$ cat src/rtl/pool_frame_ctrl.sv
// pool_frame_ctrl: raster frame sequencer for the 2x2 max-pooling datapath.
// Pulls pixel vectors from the upstream buffer over the active area, inserts
// blanking steps up to the full W_WIDTH x W_HEIGHT frame, then waits for the
// datapath's pooled-result pulses (bounded by FLUSH_MAX) before reporting done.
//
// state     | meaning
// ----------+-----------------------------------------------------------
// ST_IDLE   | waiting for start; position and result count held at 0
// ST_ACTIVE | sweeping the raster; handshake in active area, free-run in blanking
// ST_FLUSH  | raster finished; waiting for remaining results or timeout
// ST_DONE   | one-cycle done pulse, then back to idle
module pool_frame_ctrl #(
    parameter int WIDTH      = 4,
    parameter int HEIGHT     = 4,
    parameter int W_WIDTH    = 6,
    parameter int W_HEIGHT   = 5,
    parameter int FIXED_BITW = 8,
    parameter int UNITS      = 2,
    parameter int FLUSH_MAX  = 64,
    localparam int PIX_W     = FIXED_BITW * UNITS,
    localparam int V_W       = (W_HEIGHT > 1) ? $clog2(W_HEIGHT) : 1,
    localparam int H_W       = (W_WIDTH > 1) ? $clog2(W_WIDTH) : 1
) (
    input  logic             clock,
    input  logic             rst,
    input  logic             start,
    input  logic             s_valid,
    input  logic [PIX_W-1:0] s_pixels,
    output logic             s_ready,
    output logic             dp_enable,
    output logic [PIX_W-1:0] dp_pixels,
    output logic [V_W-1:0]   dp_vcnt,
    output logic [H_W-1:0]   dp_hcnt,
    input  logic             dp_out_enable,
    output logic             busy,
    output logic             done,
    output logic             err
);

    localparam int RESULTS = (HEIGHT / 2) * (WIDTH / 2);
    localparam int R_W     = $clog2(RESULTS + 1);
    localparam int F_W     = (FLUSH_MAX > 1) ? $clog2(FLUSH_MAX) : 1;

    // Extra bit on the active-area bounds: HEIGHT may equal W_HEIGHT.
    localparam logic [V_W:0]   V_ACT  = (V_W + 1)'(HEIGHT);
    localparam logic [H_W:0]   H_ACT  = (H_W + 1)'(WIDTH);
    localparam logic [V_W-1:0] V_LAST = V_W'(W_HEIGHT - 1);
    localparam logic [H_W-1:0] H_LAST = H_W'(W_WIDTH - 1);
    localparam logic [R_W-1:0] R_FULL = R_W'(RESULTS);
    localparam logic [F_W-1:0] F_LOAD = F_W'(FLUSH_MAX - 1);

    typedef enum logic [1:0] {
        ST_IDLE   = 2'd0,
        ST_ACTIVE = 2'd1,
        ST_FLUSH  = 2'd2,
        ST_DONE   = 2'd3
    } state_t;

    state_t             state_q, state_d;
    logic [V_W-1:0]     v_q, v_d;
    logic [H_W-1:0]     h_q, h_d;
    logic [R_W-1:0]     rcnt_q, rcnt_d;
    logic [F_W-1:0]     flush_q, flush_d;
    logic               err_q, err_d;
    logic               done_q, done_d;
    logic               busy_q, busy_d;
    logic               dp_enable_q, dp_enable_d;
    logic [PIX_W-1:0]   dp_pixels_q, dp_pixels_d;
    logic [V_W-1:0]     dp_vcnt_q, dp_vcnt_d;
    logic [H_W-1:0]     dp_hcnt_q, dp_hcnt_d;

    logic in_active;
    logic step;
    logic pulse_ok;
    logic surplus;

    // Position classification and result-pulse qualification.
    always_comb begin
        in_active = ({1'b0, v_q} < V_ACT) && ({1'b0, h_q} < H_ACT);
        step      = in_active ? s_valid : 1'b1;
        pulse_ok  = dp_out_enable && ((state_q == ST_ACTIVE) || (state_q == ST_FLUSH));
        surplus   = pulse_ok && (rcnt_q == R_FULL);
    end

    // s_ready is deliberately independent of s_valid.
    assign s_ready = (state_q == ST_ACTIVE) && in_active;

    // Next-state, raster advance, result counting and registered-output logic.
    always_comb begin
        state_d     = state_q;
        v_d         = v_q;
        h_d         = h_q;
        rcnt_d      = rcnt_q;
        flush_d     = flush_q;
        err_d       = err_q;
        done_d      = 1'b0;
        dp_enable_d = 1'b0;
        dp_pixels_d = dp_pixels_q;
        dp_vcnt_d   = dp_vcnt_q;
        dp_hcnt_d   = dp_hcnt_q;

        // Result pulses count first so a completing pulse beats a same-cycle timeout.
        if (pulse_ok) begin
            if (surplus) begin
                err_d = 1'b1;
            end else begin
                rcnt_d = rcnt_q + 1'b1;
            end
        end

        case (state_q)
            ST_IDLE: begin
                v_d         = '0;
                h_d         = '0;
                rcnt_d      = '0;
                flush_d     = '0;
                dp_pixels_d = '0;
                dp_vcnt_d   = '0;
                dp_hcnt_d   = '0;
                if (start) begin
                    state_d = ST_ACTIVE;
                    err_d   = 1'b0;
                end
            end
            ST_ACTIVE: begin
                if (step) begin
                    dp_enable_d = 1'b1;
                    dp_vcnt_d   = v_q;
                    dp_hcnt_d   = h_q;
                    dp_pixels_d = in_active ? s_pixels : '0;
                    if (h_q == H_LAST) begin
                        h_d = '0;
                        if (v_q == V_LAST) begin
                            v_d     = '0;
                            flush_d = F_LOAD;
                            state_d = ST_FLUSH;
                        end else begin
                            v_d = v_q + 1'b1;
                        end
                    end else begin
                        h_d = h_q + 1'b1;
                    end
                end
            end
            ST_FLUSH: begin
                if (rcnt_d == R_FULL) begin
                    state_d = ST_DONE;
                    done_d  = 1'b1;
                end else if (flush_q == '0) begin
                    state_d = ST_DONE;
                    done_d  = 1'b1;
                    err_d   = 1'b1;
                end else begin
                    flush_d = flush_q - 1'b1;
                end
            end
            ST_DONE: begin
                state_d     = ST_IDLE;
                dp_pixels_d = '0;
                dp_vcnt_d   = '0;
                dp_hcnt_d   = '0;
            end
            default: begin
                state_d = ST_IDLE;
            end
        endcase

        busy_d = (state_d != ST_IDLE);
    end

    // State and output registers with synchronous reset.
    always_ff @(posedge clock) begin
        if (rst) begin
            state_q     <= ST_IDLE;
            v_q         <= '0;
            h_q         <= '0;
            rcnt_q      <= '0;
            flush_q     <= '0;
            err_q       <= 1'b0;
            done_q      <= 1'b0;
            busy_q      <= 1'b0;
            dp_enable_q <= 1'b0;
            dp_pixels_q <= '0;
            dp_vcnt_q   <= '0;
            dp_hcnt_q   <= '0;
        end else begin
            state_q     <= state_d;
            v_q         <= v_d;
            h_q         <= h_d;
            rcnt_q      <= rcnt_d;
            flush_q     <= flush_d;
            err_q       <= err_d;
            done_q      <= done_d;
            busy_q      <= busy_d;
            dp_enable_q <= dp_enable_d;
            dp_pixels_q <= dp_pixels_d;
            dp_vcnt_q   <= dp_vcnt_d;
            dp_hcnt_q   <= dp_hcnt_d;
        end
    end

    assign dp_enable = dp_enable_q;
    assign dp_pixels = dp_pixels_q;
    assign dp_vcnt   = dp_vcnt_q;
    assign dp_hcnt   = dp_hcnt_q;
    assign busy      = busy_q;
    assign done      = done_q;
    assign err       = err_q;

endmodule

$ cat config.mk
export PLATFORM = sky130hd
export DESIGN_NAME = pool_frame_ctrl
export DESIGN_NICKNAME = d
export VERILOG_FILES = /design/src/rtl/pool_frame_ctrl.sv
export SDC_FILE = /design/constraint.sdc
export NUM_CORES = 1
export LEC_CHECK = 0
export CELL_PAD_IN_SITES_DETAIL_PLACEMENT = 1
export CELL_PAD_IN_SITES_GLOBAL_PLACEMENT = 1
export CORE_UTILIZATION = 32
export CTS_CLUSTER_SIZE = 28
export DETAILED_ROUTE_END_ITERATION = 8
export GPL_ROUTABILITY_DRIVEN = 1
export PLACE_DENSITY_LB_ADDON = 0.1
export SYNTH_ARGS = -nofsm -noshare
export SYNTH_HDL_FRONTEND = slang
export SYNTH_SLANG_ARGS = --single-unit
$ cat constraint.sdc
create_clock -name clock -period 2.15 [get_ports clock]
set_input_delay 0.215 -clock clock [delete_from_list [all_inputs] [get_ports clock]]
set_output_delay 0.215 -clock clock [all_outputs]
set_load 0.05 [all_outputs]
==> impl_metrics.json <==
{
  "antenna_found_initial": 0,
  "clock_sinks": 43,
  "clock_latency_ns": 0.30,
  "timing.fmax_mhz": 486,
  "cts_tree": "yes",
  "finalSetupViolCount": 0,
  "gp_congestion": 0.756,
  "p_leak_nw": 1.03,
  "routed_wl_mm": 5.66,
  "cp_top_family": "simple AND/OR/NAND/NOR gates",
  "powerDensity_nw_per_um2": 655,
  "grt_pass1_vias": 2011,
  "synthCells": 252,
  "io_buffers": 47,
  "layout_min_cycle_time_ns": 2.06,
  "regArea_um2": 865,
  "period_share": 0.956,
  "wl_per_cell_um": 14.7,
  "drt-initial-drc-count": 75,
  "hold_class": "reg -> reg",
  "syn_area_um2": 2020,
  "ys_ff_latch": 43,
  "clock_path_buffers": 2,
  "path_cells": "inv_1 > ha_1 > nand2_1 > o21a_1 > or3_4 > or4_1 > o31ai_1",
  "ys_seq_area_frac": 0.426,
  "r2r_slack_ns": 0.09,
  "final_cell_mix": "46 x clkdlybuf4s50_1, 40 x dfxtp_1, 39 x a21oi_1, 28 x nand2_1, 21 x buf_4",
  "cts_root_buffer": "clkbuf_8",
  "cp-end-kind": "flop",
  "viasPerCell": 5.14,
  "dp_slack_ns": -0.0176,
  "gr-total-overflow": 0,
  "drc": 0,
  "vias": 1984,
  "rows": 28,
  "tightest_slew_ns": 0.513,
  "post_cts_buffers": 0,
  "slew_viol_final": 0,
  "multi_input_area_um2": 1080,
  "start_util": 0.338,
  "drive_gt1_frac": 0.138,
  "area_delta_synth_final_pct": 39.7,
  "pin_count": 48,
  "timing.final.ws_setup_ns": 0.0938,
  "antenna_cells": 0,
  "grt_max_degree": 27,
  "irDropWorstVdd_v": 0.000291,
  "syn_avg_cell_area_um2": 8.02,
  "grt_setup_unrepaired": "no",
  "die_w_um": 81.5,
  "critPathMaxStageDelay_ns": 0.52,
  "dp_hpwl_mm": 4.03,
  "power_mw": 1.85,
  "crit_slowest_cell": "or4_1",
  "path_clk_slew_ns": 0.08,
  "track_usage": 0.187,
  "synth_warnings": 0,
  "die_height_um": 81.5,
  "hold_viol": 0,
  "crit_path_start_kind": "flop",
  "ys_types": 39,
  "layout_commonest_cell": "clkdlybuf4s50_1",
  "clock_skew_ns": 0.00411,
  "crit_arrival_ns": 2.26,
  "outcome": "finished clean",
  "syn-num-nets": 282,
  "slew_headroom": 0.657,
  "fin_nets": 340,
  "cp_max_fo": 8,
  "maxCapViolCount": 0,
  "worst-path-buf-inv": 1,
  "required_ns": 2.36,
  "fillerInstances": 745,
  "h-tree-depth": 2,
  "grt_pass1_wl_mm": 9.49,
  "drtAntennaViolNets": 0,
  "core-area_um2": 5990,
  "numCtsBuffers": 5,
  "firstDrtPassIters": 4,
  "worstSetupPathType": "reg -> reg",
  "dieArea_um2": 6640
}
tightest hold or removal path: cells and delay by family, from the launching register on:
family,cells,cell delay (ns)
AO/OA/AOI/OAI,1,0.05
flip-flops,1,0.31
AND/OR/NAND/NOR,1,0.05
state kept, by name, summed over array words and instances, names as in the netlist, 2 cells and up:
name	cells
rcnt_q	3
dp_vcnt	3
h_q	3
dp_hcnt	3
flush_q	6
state_q	2
dp_pixels	16
v_q	3
cell type report:
type,count,share of cell area
well taps,75,0.0332
flip-flops and latches,43,0.306
repair buffers,68,0.226
clock buffers,8,0.0354
multi-input cells,180,0.383
inverters,12,0.0160
through the flow:
stage                     utilization  instance area [um^2]  std cells  TNS [ns]  hold slack [ns]
final                           0.471                  2820        386         0            0.452
after floorplan                     -                  2040        252         0            0.367
after global placement          0.450                  2700        378         0            0.439
after global routing            0.471                  2820        386         0            0.480
after CTS                       0.468                  2810        386         0            0.458
after detailed placement        0.450                  2700        378   -0.0333            0.446
synthesized netlist by cell type:
cell type | number | area (um^2)
buf_6 | 1 | 11.3
o21bai_1 | 1 | 7.51
xor2_1 | 3 | 26.3
nor2b_1 | 3 | 18.8
and2_1 | 1 | 6.26
xnor2_1 | 1 | 8.76
or3_4 | 1 | 11.3
nor3_1 | 5 | 25.0
a31oi_1 | 4 | 25.0
a21oi_1 | 39 | 195
o31ai_1 | 2 | 15.0
and3_1 | 4 | 25.0
a221oi_1 | 1 | 8.76
a41oi_1 | 2 | 17.5
or3_1 | 2 | 12.5
mux2i_1 | 1 | 10.0
or4_1 | 4 | 30.0
nand2b_1 | 3 | 18.8
nor2_1 | 15 | 56.3
nand3_1 | 20 | 100
o41ai_1 | 1 | 8.76
clkbuf_2 | 1 | 5.00
nor3b_1 | 4 | 30.0
inv_1 | 12 | 45.0
buf_2 | 1 | 5.00
o21a_1 | 2 | 15.0
nand2_2 | 1 | 6.26
dfxtp_1 | 43 | 861
ha_1 | 9 | 113
a211oi_1 | 3 | 22.5
clkbuf_1 | 14 | 52.6
and4_1 | 1 | 8.76
o211ai_1 | 1 | 7.51
a21o_1 | 1 | 7.51
nor4b_1 | 2 | 17.5
o21ai_0 | 11 | 55.1
nand2_1 | 28 | 105
nand3b_1 | 2 | 15.0
nand4_1 | 2 | 12.5
power breakdown:
group / switching, mW / internal (mW) / total, mW / leakage, nW
logic: 0.262 / 0.178 / 0.440 / 0.625
clock network: 0.269 / 0.293 / 0.562 / 0.0515
registers: 0.0198 / 0.826 / 0.846 / 0.350
total: 0.551 / 1.30 / 1.85 / 1.03
routing by layer:
metal / track usage / wire length (um)
met3: 0.0344 / 200
met4: 0.0589 / 69
met2: 0.306 / 2640
met5: 0 / 0
met1: 0.248 / 2750
timing repair:
item,CTS,global route
hold endpoints to repair,0,0
hold buffers,0,0
gates resized for setup,3,7
setup endpoints to repair,5,5
cloned,0,0
pin swaps,0,2
path summary, 6_finish.rpt:
kind | from | end | cells after the start
setup / recovery | v_q[0] | flush_q[0] | 7
hold / removal | dp_pixels[7] | dp_pixels[7] | 2
setup reg to reg | v_q[0] | flush_q[0] | 7
hold reg to reg | dp_pixels[7] | dp_pixels[7] | 2
kinds of logic after synthesis:
kind of cell | synth area share
and+or+nand+nor | 0.247
AOI/OAI and AO/OA | 0.191
DFF | 0.426
buffers and inverters | 0.0588
adders and majority gates | 0.0557
xor gates and xnor gates | 0.0173
muxes | 0.00495
No activity file was read; power rests on OpenSTA's default activity.
